**src/rtl/clk_1mhz_spi_controller_if.sv**
```systemverilog
// clk_1mhz_spi_controller_if: frame word and SX1278 SPI pins of the 1 MHz controller.
// master = controller side, slave = the environment that supplies i_data and MISO.
interface clk_1mhz_spi_controller_if;
   logic [15:0] i_data;
   logic        i_spi_miso;
   logic        o_spi_cs_l;
   logic        o_spi_clk;
   logic        o_spi_mosi;
   logic [7:0]  o_spi_miso_data;
   logic        o_tick;
   modport master (input i_data, i_spi_miso,
                   output o_spi_cs_l, o_spi_clk, o_spi_mosi, o_spi_miso_data, o_tick);
   modport slave  (output i_data, i_spi_miso,
                   input o_spi_cs_l, o_spi_clk, o_spi_mosi, o_spi_miso_data, o_tick);
endinterface

```
**src/rtl/clk_1mhz_spi_controller.sv**
```systemverilog
// clk_1mhz_spi_controller: free-running 16-bit mode-0 SPI master for the SX1278, stepped by a
// 1 MHz tick derived from i_clk; keeps the last 8 MISO bits of each frame.
module clk_1mhz_spi_controller #(
   parameter int CLK_DIV    = 50,
   parameter int IDLE_TICKS = 4
) (
   input logic i_clk,
   input logic i_rst,
   clk_1mhz_spi_controller_if.master bus
);
   localparam int CW = CLK_DIV > 1 ? $clog2(CLK_DIV) : 1;
   localparam int IW = IDLE_TICKS > 1 ? $clog2(IDLE_TICKS) : 1;
   localparam logic [CW-1:0] DIV_LAST  = CW'(CLK_DIV - 1);
   localparam logic [IW-1:0] IDLE_LAST = IW'(IDLE_TICKS - 1);
   localparam logic [1:0] IDLE = 2'd0, TRANSFER = 2'd1, DONE = 2'd2;
   logic [CW-1:0] div_q, div_d;
   logic [1:0]    st_q, st_d;
   logic [IW-1:0] idle_q, idle_d;
   logic [3:0]    bit_q, bit_d;
   logic [15:0]   sh_q, sh_d;
   logic [7:0]    rx_q, rx_d, rd_q, rd_d;
   logic          cs_q, cs_d, sclk_q, sclk_d, mosi_q, mosi_d, tick;
   assign tick  = div_q == DIV_LAST;
   assign div_d = tick ? '0 : div_q + 1'b1;
   // Only the final 8 samples ever reach o_spi_miso_data, so the receive window is 8 bits deep.
   always_comb begin
      st_d   = st_q;
      idle_d = idle_q;
      bit_d  = bit_q;
      sh_d   = sh_q;
      rx_d   = rx_q;
      rd_d   = rd_q;
      cs_d   = cs_q;
      sclk_d = sclk_q;
      mosi_d = mosi_q;
      if (tick) begin
         case (st_q)
            IDLE:
               if (idle_q == IDLE_LAST) begin
                  idle_d = '0;
                  sh_d   = {bus.i_data[14:0], 1'b0};
                  mosi_d = bus.i_data[15];
                  cs_d   = 1'b0;
                  bit_d  = '0;
                  st_d   = TRANSFER;
               end else idle_d = idle_q + 1'b1;
            TRANSFER:
               if (!sclk_q) begin
                  sclk_d = 1'b1;
                  rx_d   = {rx_q[6:0], bus.i_spi_miso};
               end else begin
                  sclk_d = 1'b0;
                  if (bit_q == 4'd15) st_d = DONE;
                  else begin
                     mosi_d = sh_q[15];
                     sh_d   = {sh_q[14:0], 1'b0};
                     bit_d  = bit_q + 4'd1;
                  end
               end
            DONE: begin
               cs_d = 1'b1;
               rd_d = rx_q;
               st_d = IDLE;
            end
            default: st_d = IDLE;
         endcase
      end
   end
   always_ff @(posedge i_clk or negedge i_rst)
      if (!i_rst) begin
         div_q  <= '0;
         st_q   <= IDLE;
         idle_q <= '0;
         bit_q  <= '0;
         sh_q   <= '0;
         rx_q   <= '0;
         rd_q   <= '0;
         cs_q   <= 1'b1;
         sclk_q <= 1'b0;
         mosi_q <= 1'b0;
      end else begin
         div_q  <= div_d;
         st_q   <= st_d;
         idle_q <= idle_d;
         bit_q  <= bit_d;
         sh_q   <= sh_d;
         rx_q   <= rx_d;
         rd_q   <= rd_d;
         cs_q   <= cs_d;
         sclk_q <= sclk_d;
         mosi_q <= mosi_d;
      end
   assign bus.o_tick          = tick;
   assign bus.o_spi_cs_l      = cs_q;
   assign bus.o_spi_clk       = sclk_q;
   assign bus.o_spi_mosi      = mosi_q;
   assign bus.o_spi_miso_data = rd_q;
endmodule

```
**src/flat_wrapper.sv**
```systemverilog
// flat-port wrapper written by rule: the top's interface ports become plain ports
module clk_1mhz_spi_controller_flat 
#(
   parameter int CLK_DIV    = 50,
   parameter int IDLE_TICKS = 4
)
  (i_clk, i_rst, bus_i_data, bus_i_spi_miso, bus_o_spi_cs_l, bus_o_spi_clk, bus_o_spi_mosi, bus_o_spi_miso_data, bus_o_tick);
  clk_1mhz_spi_controller_if bus_i ();
  input logic i_clk;
  input logic i_rst;
  input wire logic [$bits(bus_i.i_data)-1:0] bus_i_data;
  input wire logic [$bits(bus_i.i_spi_miso)-1:0] bus_i_spi_miso;
  output wire logic [$bits(bus_i.o_spi_cs_l)-1:0] bus_o_spi_cs_l;
  output wire logic [$bits(bus_i.o_spi_clk)-1:0] bus_o_spi_clk;
  output wire logic [$bits(bus_i.o_spi_mosi)-1:0] bus_o_spi_mosi;
  output wire logic [$bits(bus_i.o_spi_miso_data)-1:0] bus_o_spi_miso_data;
  output wire logic [$bits(bus_i.o_tick)-1:0] bus_o_tick;
  assign bus_i.i_data = bus_i_data;
  assign bus_i.i_spi_miso = bus_i_spi_miso;
  assign bus_o_spi_cs_l = bus_i.o_spi_cs_l;
  assign bus_o_spi_clk = bus_i.o_spi_clk;
  assign bus_o_spi_mosi = bus_i.o_spi_mosi;
  assign bus_o_spi_miso_data = bus_i.o_spi_miso_data;
  assign bus_o_tick = bus_i.o_tick;
  clk_1mhz_spi_controller #(.CLK_DIV(CLK_DIV), .IDLE_TICKS(IDLE_TICKS)) u_core (.i_clk(i_clk), .i_rst(i_rst), .bus(bus_i));
endmodule
```
**config.mk**
```make
export PLATFORM = sky130hd
export DESIGN_NAME = clk_1mhz_spi_controller_flat
export DESIGN_NICKNAME = d
export VERILOG_FILES = /design/src/rtl/clk_1mhz_spi_controller_if.sv /design/src/rtl/clk_1mhz_spi_controller.sv /design/src/flat_wrapper.sv
export SDC_FILE = /design/constraint.sdc
export NUM_CORES = 1
export LEC_CHECK = 0
export ABC_AREA = 1
export BUFFER_PORTS_ARGS = -buffer_cell sky130_fd_sc_hd__buf_2
export CORE_UTILIZATION = 50
export DETAILED_ROUTE_END_ITERATION = 12
export PLACE_DENSITY_LB_ADDON = 0.08
export SYNTH_ARGS = -nofsm -noshare
export SYNTH_HDL_FRONTEND = slang
export SYNTH_SLANG_ARGS = --single-unit
export TNS_END_PERCENT = 20
```
**constraint.sdc**
```tcl
create_clock -name i_clk -period 4.6 [get_ports i_clk]
set_clock_uncertainty 0.05 [all_clocks]
set_input_delay 0.23 -clock i_clk [delete_from_list [all_inputs] [get_ports i_clk]]
set_output_delay 0.23 -clock i_clk [all_outputs]
set_load 0.03 [all_outputs]
```
* Word level (Yosys, flattened, before mapping)
Index checks and enable logic that the tools add are counted.
Storage, ports and cells: bits in registers 49, memory bits (writable) 0, latch bits 0, memories kept 0, bits in read-only memories 0, logic and storage cells 54, input port bits 19
Operators by class: multiply operators 0, shifts and indexed selects 0, $lt $le $gt $ge 0, add/sub/neg operators 3, reduce and logical (&&, ||, !) cells 10, bitwise gates (word level) 1, div/mod/pow operators 0, multiplexer cells 21, equal/unequal tests 9
Operators with widths (number):
- $mux W16 | 3
- $pmux W16 S2 | 1
- $mux W4 | 3
- $mux W2 | 4
- $pmux W4 S2 | 1
- $add A6 B1 Y6 const B | 1
- $eq A6 B6 Y1 const B | 1
- $mux W6 | 1
- $ne A2 B1 Y1 const B | 3
- $reduce_and A2 Y1 | 3
- $reduce_and A3 Y1 | 2
- $mux W1 | 5
- $reduce_and A5 Y1 | 1
- $add A4 B1 Y4 const B | 1
- $eq A2 B2 Y1 const B | 2
- $eq A4 B4 Y1 const B | 1
- $pmux W1 S2 | 2
- $pmux W2 S2 | 1
- $reduce_and A4 Y1 | 1
- $reduce_bool A2 Y1 | 2
- $add A2 B1 Y2 const B | 1
- $eq A2 B1 Y1 const B | 1
- $logic_not A2 Y1 | 1
- $ne A2 B2 Y1 const B | 1
- $not A1 Y1 | 1

* Logic depth before layout (Yosys ltp)
Gate-level depths: netlist of run 1.
depth in word-level cells 4, mapped depth 10, gate-level depth less buffers 9

* Worst setup path after synthesis of run 1
OpenSTA, ideal clock, no wires.
kind register -> register, from register u_core.div_q[1], to register u_core.rd_q[6], in the netlist u_core.bus.o_spi_miso_data[6], path buffers 1, required time 4.431 ns, slack 3.042 ns, stages on the path, launching flop included 9, period minus slack after synthesis 1.558 ns, arrival time 1.389 ns, path through dfrtp_1 inv_1 ha_1 nand3_2 nor2_8 nand3_4 buf_6 nand2_1 o21ai_2
Between the ends: cells in the longest elaborated chain, start to end 2
RTL lines:
- start: declaration | line clk_1mhz_spi_controller.sv:16 | logic [CW-1:0] div_q, div_d;
- start signal: assignment | line clk_1mhz_spi_controller.sv:82 | div_q <= div_d;
- $eq A6 B6 Y1 | line clk_1mhz_spi_controller.sv:23 | assign tick = div_q == DIV_LAST;
- named net bus_o_tick | line flat_wrapper.sv:17 | output wire logic [$bits(bus_i.o_tick)-1:0] bus_o_tick;
- $reduce_and A2 Y1 (no source line)
- end signal: assignment | line clk_1mhz_spi_controller.sv:88 | rd_q <= rd_d;
- end: declaration | line clk_1mhz_spi_controller.sv:21 | logic [7:0] rx_q, rx_d, rd_q, rd_d;
The timed path passes the listed nets, and every way through them passes these cells. A chain may end at the register's enable or synchronous reset.

* Worst setup path after layout of run 1
from register u_core.st_q[1], to register u_core.sh_q[12]
Between the ends: cells in the longest elaborated chain, start to end 3, elaborated cells between the ends (all ways) 8
RTL lines:
- start: declaration | line clk_1mhz_spi_controller.sv:17 | logic [1:0] st_q, st_d;
- start signal: assignment | line clk_1mhz_spi_controller.sv:83 | st_q <= st_d;
- $eq A2 B1 Y1 or $logic_not A2 Y1 (tied branches) | line clk_1mhz_spi_controller.sv:37 | case (st_q)
- $ne A2 B2 Y1 (no source line), or another cell as far along
- $reduce_and A5 Y1 (no source line)
- end signal: assignment | line clk_1mhz_spi_controller.sv:75 | sh_q <= '0;
- end signal: assignment | line clk_1mhz_spi_controller.sv:86 | sh_q <= sh_d;
- end: declaration | line clk_1mhz_spi_controller.sv:20 | logic [15:0] sh_q, sh_d;
Several ways; a longest one is shown, not always the timed one.

==> summary.md, run 1 <==
The tools report the kind of end point of the critical path as a flop. After detailed routing, the total wire length is 4.04 mm. The number of nets still failing antenna checks after routing was 0; the post-synthesis to final-layout area growth was 9.79%. At the pin with the least slew margin, the transition time is 1.07 ns. In this run the worst hold path is classified as primary input to asynchronous set/reset pin. The switching power share of the total came out at 20.2%. Dividing the detail-routed via count by the number of cells gives 4.84.

The number of buffers created by CTS was 5; the overall die width was 70.9 um. The run gives 0 ns as the final sum of negative setup slack. STA classifies the critical path startpoint as a flop. The latest clock arrival within the worst-skew pair is 0.30 ns. The tools report the total placed cells including tap cells as 352. The number of setup violations in the final report was 0; the routed length per instance was 11.2 um. Walking the worst path, the cells encountered are inv_2, nand2_2, nor2_1, nor2_2, nand2_2, nand2_1, nand2_1. Of all flip-flops after synthesis, the portion carrying an async set or reset was 100%. The switching power of the nets is 150 uW. The first routing iteration left 131 violations.

The worst-case IR drop observed on VDD is 165 uV. The run finished with clean final reports. After synthesis, flip-flops and latches occupy 50.6% of the total area. Across the run, the number of max-cap violations was 0.

Timing analysis after detailed placement gives a worst setup slack of 2.11 ns. Setup repair after global routing left no endpoint under its margin. The highest fanout seen on the critical path came out at 21.

Ranked by total cell area, the synthesized netlist is headed by dfrtp_1 (49%), nand2_1 (19%), nand3_1 (5.7%), o21ai_2 (5.5%), inv_1 (3.0%). Clock-pin slew was measured on the worst setup and hold paths at 0.08 ns. Entering global routing, the biggest net connects 49 pins. The repair_antennas step left the layout with diodes totalling 0. Summed over its instances, the top area cell type makes up 49.5% of the synthesized netlist area.

The run gives 4.74 ns as the data required time of the worst path. The run gives 2.9% as the part of the power in combinational logic. When the netlist entered floorplanning its net count stood at 304. The most used flip-flop cell after synthesis is dfrtp_1.

The via count of the first global-routing pass is 1612. For this run the aggregate overflow at the end of global routing stands at 0. Setup slack on the worst reg-to-reg path comes out at 2.13 ns.

Summing all placed instances gives a cell area of 0.00250 sq mm. At the end of the flow, the number of nets in the layout was 330. The final route contains 1744 vias. The finished layout holds 360 standard cells, fillers aside. For this run, the slowest stage of the critical path takes 0.65 ns. The count of flip-flops with a built-in enable after synthesis was 0. In this run the critical register-to-register path is launched from u_core.st_q[1]. The global placer's final weighted congestion was 0.723. The final hold violation count is 0, and the static power due to leakage is 1.36 nW. The effective utilization at floorplan is 53.1%.

Dividing the synthesized area by the synthesized cell count gives 8.46 sq um. The critical path is of the flop to flop type. For this run, the number of Yosys warnings is 0.

Input and output buffers added on the ports amount to 30. Measured along the y axis, the die boundary spans 70.9 um. After synthesis the cells add up to 0.00238 sq mm.

The number of antenna violations at the first check in global routing was 0. The most critical setup path has its endpoint at u_core.sh_q[12]. The first global-routing pass estimated 7.09 mm of wire. The tools report the arrival time at the worst endpoint as 2.61 ns. Area enclosed by the die boundary: 0.00503 sq mm.

The area used by sequential logic in the layout came out at 0.00120 sq mm. The floorplan has 24 rows. The synthesized netlist contains 26 unique library cells. After filler insertion, the fill cell instance count of the layout stands at 427. The proportion of power drawn by flip-flops and latches is 56.8%. Global routing consumed, over all layers together, 18.1% of the routing resources.

Dividing the final minimum period by the clock period gives 53.7%. Timing would allow up to 405 MHz. The cell sitting at the root of the clock tree is a clkbuf_8.

The number of gates resized after CTS was 0. The first TritonRoute pass finished after 4 iterations. The clock sink count was 48; the deepest clock path buffer count was 2. In this run the tightest slew margin relative to its limit is 28.9%. After technology mapping, the gate count stands at 281. The endpoint of the worst-slack reg-to-reg timing path was u_core.sh_q[12]. 31 I/O pins were placed.

In this run the standard cell core region covers 0.00447 sq mm. The slowest stage of the critical path belongs to the cell nor2_2. The flip-flop and latch count after synthesis works out to 48.

The cell depth of the worst flop-to-flop path works out to 7. The wire-length estimate of the detail-placed layout is 2.62 mm. Max-slew violation count: 0. The share of total power dissipated in the clock network is 40.2%. The critical path starts at u_core.st_q[1]. Dividing total power by cell area gives a power density of 284 mW/mm^2.

The internal power consumption is 591 uW. Summing all multi-input logic gate instances after layout gives 0.00100 sq mm. In the final layout, the share of cells above drive strength 1 is 20.8%.

The post-route cell area is 0.00261 sq mm, and the number of DRC violations after detailed routing is 0. Summing internal, switching and leakage power gives 742 uW. After layout, the minimum clock period comes to 2.47 ns. The H-tree depth was 2. The biggest area contributor in the post-synthesis netlist is dfrtp_1. TritonCTS built the clock tree. Setup slack of the critical path after layout: 2.13 ns. The number of buffers inserted by hold repair at cts is 0. Number of setup buffers added after CTS: 0.
kinds of logic after synthesis:
family / Yosys count / share of synthesized area [%]
DFF: 48 / 50.6
AOI/OAI and AO/OA: 23 / 7.32
adders and majority gates: 4 / 2.11
and+or+nand+nor: 171 / 31.8
xor gates and xnor gates: 3 / 1.11
buffers and inverters: 32 / 7.11
flip-flops by register name, indices dropped and copies added (netlist names):
signal	flops
u_core.bus.o_spi_cs_l	1
u_core.bus.o_spi_mosi	1
u_core.div_q	6
u_core.rx_q	8
u_core.idle_q	2
u_core.bit_q	4
u_core.sh_q	15
u_core.st_q	2
u_core.bus.o_spi_clk	1
u_core.bus.o_spi_miso_data	8
synthesized netlist by cell type (2+ instances only):
cell type / count
nand3b_1: 2
nor2_1: 13
nand3_1: 27
inv_1: 19
nor2_2: 2
buf_6: 4
nand2_1: 119
buf_2: 3
buf_4: 4
nand3_4: 2
ha_1: 4
nand2_2: 2
xor2_1: 2
o21ai_2: 15
dfrtp_1: 47
o21ai_0: 5
inv_2: 2
area by class of cell:
cell class	count	share of cell area [%]
well taps	52	2.49
inverters	21	3.02
repair buffers	30	5.76
multi-input cells	201	38.5
flip-flops and latches	48	46.1
clock buffers	6	2.78
clock inverters	2	1.34
worst min path at each step:
stage	startpoint	to	cells after the start
2_1_floorplan	i_rst	u_core.bit_q[0]	0
3_3_place_gp	u_core.sh_q[12]	u_core.sh_q[12]	2
3_5_place_dp	u_core.sh_q[15]	u_core.sh_q[15]	2
4_1_cts	i_rst	u_core.div_q[5]	1
5_1_grt	bus_i_spi_miso	u_core.rx_q[0]	3
6_report	i_rst	u_core.sh_q[13]	1
power by group through the flow:
stage                     Clock [mW]  Sequential [mW]  Combinational (mW)
after detailed placement           0            0.430              0.0226
final                          0.298            0.422              0.0218
after global placement             0            0.430              0.0228
after global routing           0.320            0.422              0.0267
after floorplan                    0            0.430             0.00623
after CTS                      0.310            0.422              0.0226
placed cells by master (no fill, tap or decap):
master     count
a21oi_1        1
buf_2         30
bufinv_16      1
clkbuf_1       1
clkbuf_8       5
clkinv_2       1
dfrtp_1       47
dfstp_2        1
ha_1           4
inv_1         19
inv_2          2
nand2_1      119
nand2_2        2
nand3_1       27
nand3_2        1
nand3_4        2
nand3b_1       2
nor2_1        13
nor2_2         2
nor2_4         1
nor2_8         1
nor3b_1        1
o21ai_0        5
o21ai_1        1
o21ai_2       15
o31ai_1        1
xnor2_1        1
xor2_1         2
metrics by stage:
| stage | hold WS, ns | utilization [%] |
|---|---|---|
| finish | 0.0725 | 58.3 |
| global route | 0.105 | 58.3 |
| CTS | 0.0985 | 58.3 |
| detailed placement | 0.409 | 55.9 |
| global placement | 0.404 | 55.9 |
| floorplan | -0.116 | - |
layer usage:
metal	vias up	share of wire, %	global-route usage (%)
li1	930	-	-
met1	788	52	24.8
met2	20	43	28.2
met3	6	3.1	4.84
met4	0	1.4	6.00
met5	-	0	0
critical path: cells and delay by family, from the launching register on:
kind | cells | cell delay (ns)
DFF | 1 | 0.49
buffers and inverters | 1 | 0.08
and+or+nand+nor | 6 | 1.73
(Power assumes the default switching activity.)
==> run 2, diff against run 1 <==
--- a/config.mk
+++ b/config.mk
@@ -5,7 +5,7 @@
 export SDC_FILE = /design/constraint.sdc
 export NUM_CORES = 1
 export LEC_CHECK = 0
-export ABC_AREA = 1
+export ABC_AREA = 0
 export BUFFER_PORTS_ARGS = -buffer_cell sky130_fd_sc_hd__buf_2
 export CORE_UTILIZATION = 50
 export DETAILED_ROUTE_END_ITERATION = 12
==> constraint.sdc (replaced) <==
create_clock -name i_clk -period 2.1 [get_ports i_clk]
set_clock_uncertainty 0.05 [all_clocks]
set_input_delay 0.105 -clock i_clk [delete_from_list [all_inputs] [get_ports i_clk]]
set_output_delay 0.105 -clock i_clk [all_outputs]
set_load 0.03 [all_outputs]
==> summary.md, run 2 <==
The run finished with clean final reports. The cell at the root of the clock tree was clkbuf_8 (unchanged). The area enclosed by the die boundary was 0.00463 sq mm (was 0.00503 sq mm); the post-CTS clock slew at the launch and capture registers of the worst setup and hold paths was 0.09 ns (was 0.08 ns). The instance count of the mapped netlist is 158 (was 281), and the effective utilization at floorplan is 53.4% (was 53.1%). Setup repair after global routing left no endpoint under its margin. The number of detailed-routing iterations run before antenna repair is 4 (unchanged), and the static power due to leakage is 1.21 nW (was 1.36 nW). The kind of critical path is flop to flop (unchanged). Netlist area before placement: 0.00218 sq mm (was 0.00238 sq mm). For the half-perimeter wire length of the detailed placement result, the log shows 2.59 mm (was 2.62 mm). The switching power of the nets was 323 uW (was 150 uW); the switching power share of the total was 21.1% (was 20.2%).

The initial DRC count is 68 (was 131). Cell type group with the largest total delay on the critical path: simple AND/OR/NAND/NOR gates (unchanged). Number of top-level pins: 31 (unchanged).

The count of flip-flops with a built-in enable after synthesis works out to 0 (unchanged). The share of the synthesized area in the top cell type was 53.9% (was 49.5%); the latest clock arrival within the worst-skew pair was 0.30 ns (about the same). The run gives 1.21 mW (was 591 uW) as the internal power consumption. Library cell contributing the largest single delay on the critical path: or3_4 (was nor2_2). The per-cell via count in the routed design was 5.32 (was 4.84). The overall overflow remaining after global route is 0 (unchanged). The run gives 1315 (was 1744) as the via count.

Commonest cells after routing, fill and taps aside: mux2_2 (49), dfrtp_1 (47), buf_2 (30) (was nand2_1 (119), dfrtp_1 (47), buf_2 (30)). The highest fanout seen on the critical path was 21 (unchanged). Largest cells by area after synthesis: dfrtp_1 (54%), mux2_2 (25%), ha_1 (2.3%), nand2_1 (1.5%), dfstp_2 (1.2%) (was dfrtp_1 (49%), nand2_1 (19%), nand3_1 (5.7%), o21ai_2 (5.5%), inv_1 (3.0%)).

The overall die width came out at 68.0 um (was 70.9 um). The leading cell type in the layout, fill and taps excluded was mux2_2 (was nand2_1). Most common library cells after synthesis: mux2_2 (49), dfrtp_1 (47), nand2_1 (9), nor2_1 (6) (was nand2_1 (119), dfrtp_1 (47), nand3_1 (27), inv_1 (19), o21ai_2 (15)).

The arrival time at the worst endpoint came out at 2.14 ns (was 2.61 ns). The routed length per instance was 14.7 um (was 11.2 um); the data required time of the worst path was 2.23 ns (was 4.74 ns). The share of flip-flops with an asynchronous set or reset after synthesis works out to 100% (unchanged). The slew at the pin closest to its max-slew limit came out at 0.698 ns (was 1.07 ns).

The number of buffers created by CTS is 5 (unchanged), and the number of fillers in the final layout is 342 (was 427). The setup slack of the critical path after layout is 0.0915 ns (was 2.13 ns), and the H-tree depth is 2 (unchanged). The total power divided by cell area was 614 mW/mm^2 (was 284 mW/mm^2); the number of flip-flops under the largest register name was 15 (unchanged). The number of antenna violations at the first check in global routing was 0 (unchanged). Leading register cell type out of synthesis: dfrtp_1 (unchanged). The largest voltage drop on the vdd net was 444 uV (was 165 uV). The number of max-capacitance violations reported came out at 0 (unchanged). Sequence of cells on the critical path: inv_1, ha_1, and2b_2, nand3_4, or3_4, a221o_1 (was inv_2, nand2_2, nor2_1, nor2_2, nand2_2, nand2_1, nand2_1). The post-synth net total came out at 181 (was 304). The run gives 2 (unchanged) as the deepest clock path buffer count. The clock sink count came out at 48 (unchanged). Synthesized area divided by synthesized cell count: 13.8 sq um (was 8.46 sq um). TritonCTS built the clock tree. The total number of placement rows is 23 (was 24), and the core area is 0.00409 sq mm (was 0.00447 sq mm). The number of buffers inserted by hold repair at cts is 2 (was 0), and the largest net degree at the start of global routing is 33 (was 49). The logs give 0 (unchanged) for the post-CTS resize count and 33 (was 26) for the distinct cell type count of the synthesized netlist. The post-placement setup slack is 0.110 ns (was 2.11 ns), and the share of the clock period used by the worst path is 95.6% (was 53.7%). The logs give 238 (was 352) for the total placed cells including tap cells and 0 (unchanged) for the count of inserted antenna diode cells.

The die extent in y was 68.0 um (was 70.9 um); the final hold violation count was 0 (unchanged). The tools report the max-slew violation count as 0 (unchanged). The number of DRC violations after detailed routing is 0 (unchanged), and the maximum clock frequency is 498 MHz (was 405 MHz). The number of port buffers is 30 (unchanged), and the worst stage delay on the critical path is 0.54 ns (was 0.65 ns). The number of setup buffers added after CTS is 0 (unchanged), and the final period demand of the worst path is 2.01 ns (was 2.47 ns).

The logs give 19.4% (was 18.1%) for the overall track demand over capacity in global routing and 3.62 mm (was 4.04 mm) for the post-detailed-routing wire length. For the wire length of the first global-routing pass, the log shows 6.42 mm (was 7.09 mm). The most common cell in the netlist is mux2_2 (was nand2_1). The run gives 55.1% (was 50.6%) as the share of synthesized area occupied by flip-flops and latches.

The tools report the count of yosys warnings during synthesis as 0 (unchanged). The global placer's final weighted congestion was 0.844 (was 0.723); the number of non-filler instances in the completed layout was 247 (was 360). The startpoint kind of the worst setup timing path is a flop (unchanged). The clock group share of total power came out at 33.3% (was 40.2%). The final sum of negative setup slack was 0 ns (unchanged); the post-synthesis to final-layout area growth was 14.3% (was 9.79%). The number of nets still failing antenna checks after routing is 0 (unchanged). Register ranked first by flip-flop count: u_core.sh_q (unchanged). The part of the power in combinational logic is 4.7% (was 2.9%), and the total buffers and inverters traversed by the critical path is 1 (unchanged). The proportion of power drawn by flip-flops and latches is 62.0% (was 56.8%), and the number of nets in the layout is 220 (was 330).

Via count of the first global-routing pass: 1401 (was 1612). The leading area contributor after synthesis was dfrtp_1 (unchanged). The flip-flop and latch count after synthesis came out at 48 (unchanged). For the worst slew slack as a fraction of its limit, the log shows 53.5% (was 28.9%). The type of the most critical hold path was primary input to flop (was primary input to asynchronous set/reset pin). The run gives 0 (unchanged) as the number of setup violations in the final report.

Share of final-layout standard cells stronger than drive strength 1: 51.8% (was 20.8%). The tools report the kind of end point of the critical path as a flop (unchanged).
run 2: final timing paths:
check                                           start                    end  slack, ns  depth (start not counted)
worst max-delay path                  u_core.div_q[1]        u_core.bit_q[2]       0.09                          6
worst min-delay path                   bus_i_data[13]        u_core.sh_q[14]       0.12                          3
worst max register to register        u_core.div_q[1]        u_core.bit_q[2]       0.09                          6
worst min register to register  u_core.bus.o_spi_cs_l  u_core.bus.o_spi_cs_l       0.42                          2
max in group asynchronous                       i_rst         u_core.sh_q[9]       1.05                          3
min in group asynchronous                       i_rst        u_core.div_q[5]       0.33                          2
run 2: kinds of logic after synthesis:
logic type	after synthesis	share of synthesized area (%)
muxes	50	25.8
DFF	48	55.1
and+or+nand+nor	37	10.6
AOI/OAI and AO/OA	8	2.64
buffers and inverters	7	2.01
xor gates and xnor gates	4	1.61
adders and majority gates	4	2.29
run 2: metrics by stage:
| step | power, mW | area, sq um | hold slack, ns | utilization [%] |
|---|---|---|---|---|
| 2_1_floorplan | 0.994 | 2180 | -0.241 | - |
| 3_3_place_gp | 1.03 | 2390 | 0.131 | 58.6 |
| 3_5_place_dp | 1.04 | 2390 | 0.147 | 58.6 |
| 4_1_cts | 1.55 | 2490 | 0.108 | 61.0 |
| 5_1_grt | 1.60 | 2490 | 0.119 | 61.0 |
| 6_report | 1.53 | 2490 | 0.116 | 61.0 |
run 2: metal layers:
metal	track usage, %	wire length [um]	vias up	share of wire (%)
li1	-	-	631	-
met1	24.5	1670	659	46
met2	30.5	1770	19	49
met3	5.67	119	6	3.3
met4	8.59	68	0	1.9
met5	0	0	-	0
run 2: final cells by class:
| type | instances | area (sq um) | area share [%] |
|---|---|---|---|
| Inverter | 3 | 12.5 | 0.502 |
| Sequential cell | 48 | 1200 | 48.2 |
| Tap cell | 50 | 62.6 | 2.51 |
| Multi-Input combinational cell | 103 | 937 | 37.6 |
| Clock buffer | 6 | 72.6 | 2.91 |
| Timing Repair Buffer | 36 | 200 | 8.03 |
| Clock inverter | 1 | 5.00 | 0.201 |
run 2: power by group through the flow:
stage	Sequential, mW	Combinational (mW)	Clock, mW
floorplan	0.966	0.0278	0
global placement	0.965	0.0682	0
detailed placement	0.967	0.0719	0
CTS	0.948	0.0748	0.526
global route	0.950	0.0829	0.564
finish	0.948	0.0723	0.509
run 2: worst reg2reg max path, stage by stage, from the launching register on:
cell     delay [ns]
dfrtp_1        0.40
inv_1          0.06
ha_1           0.14
and2b_2        0.18
nand3_4        0.13
or3_4          0.54
a221o_1        0.39
==> run 3, diff against run 2 <==
--- a/config.mk
+++ b/config.mk
@@ -9,7 +9,7 @@
 export BUFFER_PORTS_ARGS = -buffer_cell sky130_fd_sc_hd__buf_2
 export CORE_UTILIZATION = 50
 export DETAILED_ROUTE_END_ITERATION = 12
-export PLACE_DENSITY_LB_ADDON = 0.08
+export PLACE_DENSITY = 0.74
 export SYNTH_ARGS = -nofsm -noshare
 export SYNTH_HDL_FRONTEND = slang
 export SYNTH_SLANG_ARGS = --single-unit
==> summary.md, run 3 (same netlist as run 2, synthesis figures left out) <==
The number of top-level pins was 31 (unchanged); the number of DRC violations after detailed routing was 0 (unchanged). Switching power share of the total: 20.8% (was 21.1%). Commonest cells after routing, fill and taps aside: mux2_2 (49), dfrtp_1 (47), buf_2 (30) (unchanged).

The run gives 0.00463 sq mm (unchanged) as the area enclosed by the die boundary. The tools report the data required time of the worst path as 2.24 ns (was 2.23 ns). TritonCTS built the clock tree.

The final period demand of the worst path came out at 1.96 ns (was 2.01 ns). The total number of placement rows was 23 (unchanged). The post-synthesis to final-layout area growth was 15.7% (was 14.3%); the static power due to leakage was 1.22 nW (was 1.21 nW).

Part of the power in combinational logic: 4.2% (was 4.7%). The number of flip-flops under the largest register name came out at 15 (unchanged). The tools report the cell at the root of the clock tree as clkbuf_8 (unchanged). The H-tree depth came out at 2 (unchanged). The flow ran to the end, and the final reports show no timing, DRC or antenna violations. The internal power consumption was 1.34 mW (was 1.21 mW); the number of setup buffers added after CTS was 0 (unchanged). The tools report the proportion of power drawn by flip-flops and latches as 56.1% (was 62.0%).

The worst slew slack as a fraction of its limit is 71.3% (was 53.5%), and the number of nets in the layout is 218 (was 220). The core area was 0.00409 sq mm (unchanged); the count of inserted antenna diode cells was 0 (unchanged). The kind of end point of the critical path is a flop (unchanged). The number of nets still failing antenna checks after routing is 0 (unchanged), and the share of final-layout standard cells stronger than drive strength 1 is 52.0% (was 51.8%).

The logs give 63 (was 68) for the initial DRC count and 39.7% (was 33.3%) for the clock group share of total power. The clock sink count was 48 (unchanged); the post-route total power was 1.69 mW (was 1.53 mW). The total power divided by cell area came out at 669 mW/mm^2 (was 614 mW/mm^2). The number of port buffers was 30 (unchanged). The max-slew violation count came out at 0 (unchanged). The run gives 511 MHz (was 498 MHz) as the maximum clock frequency.

Setup repair after global routing left no endpoint under its margin. The tools report the startpoint kind of the worst setup timing path as a flop (unchanged). The overall overflow remaining after global route is 0 (unchanged).

The post-CTS clock slew at the launch and capture registers of the worst setup and hold paths came out at 0.09 ns (about the same). Register ranked first by flip-flop count: u_core.sh_q (unchanged). The via count was 1304 (was 1315); the share of the clock period used by the worst path was 93.1% (was 95.6%).

For the overall track demand over capacity in global routing, the log shows 18.1% (was 19.4%). Final sum of negative setup slack: 0 ns (unchanged). Type of the most critical hold path: primary input to flop (unchanged). The number of max-capacitance violations reported is 0 (unchanged), and the per-cell via count in the routed design is 5.30 (was 5.32). The half-perimeter wire length of the detailed placement result was 2.55 mm (was 2.59 mm); the number of detailed-routing iterations run before antenna repair was 3 (was 4).

The run gives 36 (was 33) as the largest net degree at the start of global routing. The number of buffers created by CTS was 5 (unchanged). The final hold violation count is 0 (unchanged). The switching power of the nets is 352 uW (was 323 uW). The kind of critical path was flop to flop (unchanged). The tools report the number of antenna violations at the first check in global routing as 0 (unchanged). The via count of the first global-routing pass was 1368 (was 1401). The highest fanout seen on the critical path is 21 (unchanged). The arrival time at the worst endpoint was 2.09 ns (was 2.14 ns); the post-detailed-routing wire length was 3.57 mm (was 3.62 mm).

The slew at the pin closest to its max-slew limit was 0.431 ns (was 0.698 ns); the effective utilization at floorplan was 53.4% (unchanged). The tools report the largest voltage drop on the vdd net as 485 uV (was 444 uV). The number of setup violations in the final report is 0 (unchanged).

The deepest clock path buffer count came out at 2 (unchanged). The latest clock arrival within the worst-skew pair came out at 0.30 ns (about the same). The routed length per instance was 14.5 um (was 14.7 um).

The die extent in y works out to 68.0 um (unchanged). Global placer's final weighted congestion: 0.783 (was 0.844). The wire length of the first global-routing pass is 6.08 mm (was 6.42 mm). The leading cell type in the layout, fill and taps excluded was mux2_2 (unchanged).

Overall die width: 68.0 um (unchanged).
[run 3: repair_timing]
action                                  CTS  global route
endpoints found under the setup margin    0             1
resized for setup                         0             1
hold buffers                              2             0
hold endpoints to repair                 14             0
[run 3: worst paths after layout]
check	startpoint	end	slack, ns	cells past startpoint
min reg2reg	u_core.bus.o_spi_cs_l	u_core.bus.o_spi_cs_l	0.41	2
min	bus_i_data[4]	u_core.sh_q[5]	0.11	3
max	u_core.div_q[1]	u_core.bit_q[2]	0.14	6
max in group asynchronous	i_rst	u_core.sh_q[6]	1.10	3
max reg2reg	u_core.div_q[1]	u_core.bit_q[2]	0.14	6
min in group asynchronous	i_rst	u_core.div_q[3]	0.16	2
[run 3: power by group through the flow]
stage          clock network (mW)  registers [mW]  logic (mW)
5_1_grt                     0.730           0.950      0.0808
2_1_floorplan                   0           0.966      0.0278
4_1_cts                     0.692           0.948      0.0731
3_5_place_dp                    0           0.966      0.0699
3_3_place_gp                    0           0.965      0.0667
6_report                    0.671           0.948      0.0701
[run 3: area by class of cell]
cell class	instances	area, sq um
clock buffers	5	68.8
clock inverters	3	46.3
repair buffers	34	185
inverters	3	12.5
fillers	328	1560
multi-input cells	103	946
flip-flops and latches	48	1200
well taps	50	62.6
[run 3: layer usage]
layer  vias to the layer above  global-route usage (%)  wire length, um
met1                       642                    22.8             1600
li1                        635                       -                -
met3                         4                    6.00              178
met2                        23                    28.7             1760
met4                         0                    7.03               27
met5                         -                       0                0
[run 3: metrics by stage]
stage / worst slack (ns) / hold slack [ns] / utilization, % / instance area [sq um] / instances
after CTS: 0.0645 / 0.102 / 61.5 / 2510 / 246
final: 0.144 / 0.109 / 61.8 / 2520 / 246
after detailed placement: 0.0738 / -0.0386 / 58.2 / 2380 / 236
after global routing: 0.0223 / 0.102 / 61.8 / 2520 / 246
after floorplan: 0.223 / -0.241 / - / 2180 / 158
after global placement: 0.169 / -0.0410 / 58.2 / 2380 / 236
[run 3: worst max-delay path, cell delays in order, from the launching register on]
cell and delay, ns:
dfrtp_1 0.41, inv_1 0.07, ha_1 0.16, and2b_2 0.18
nand3_4 0.12, or3_4 0.49, a221o_1 0.35
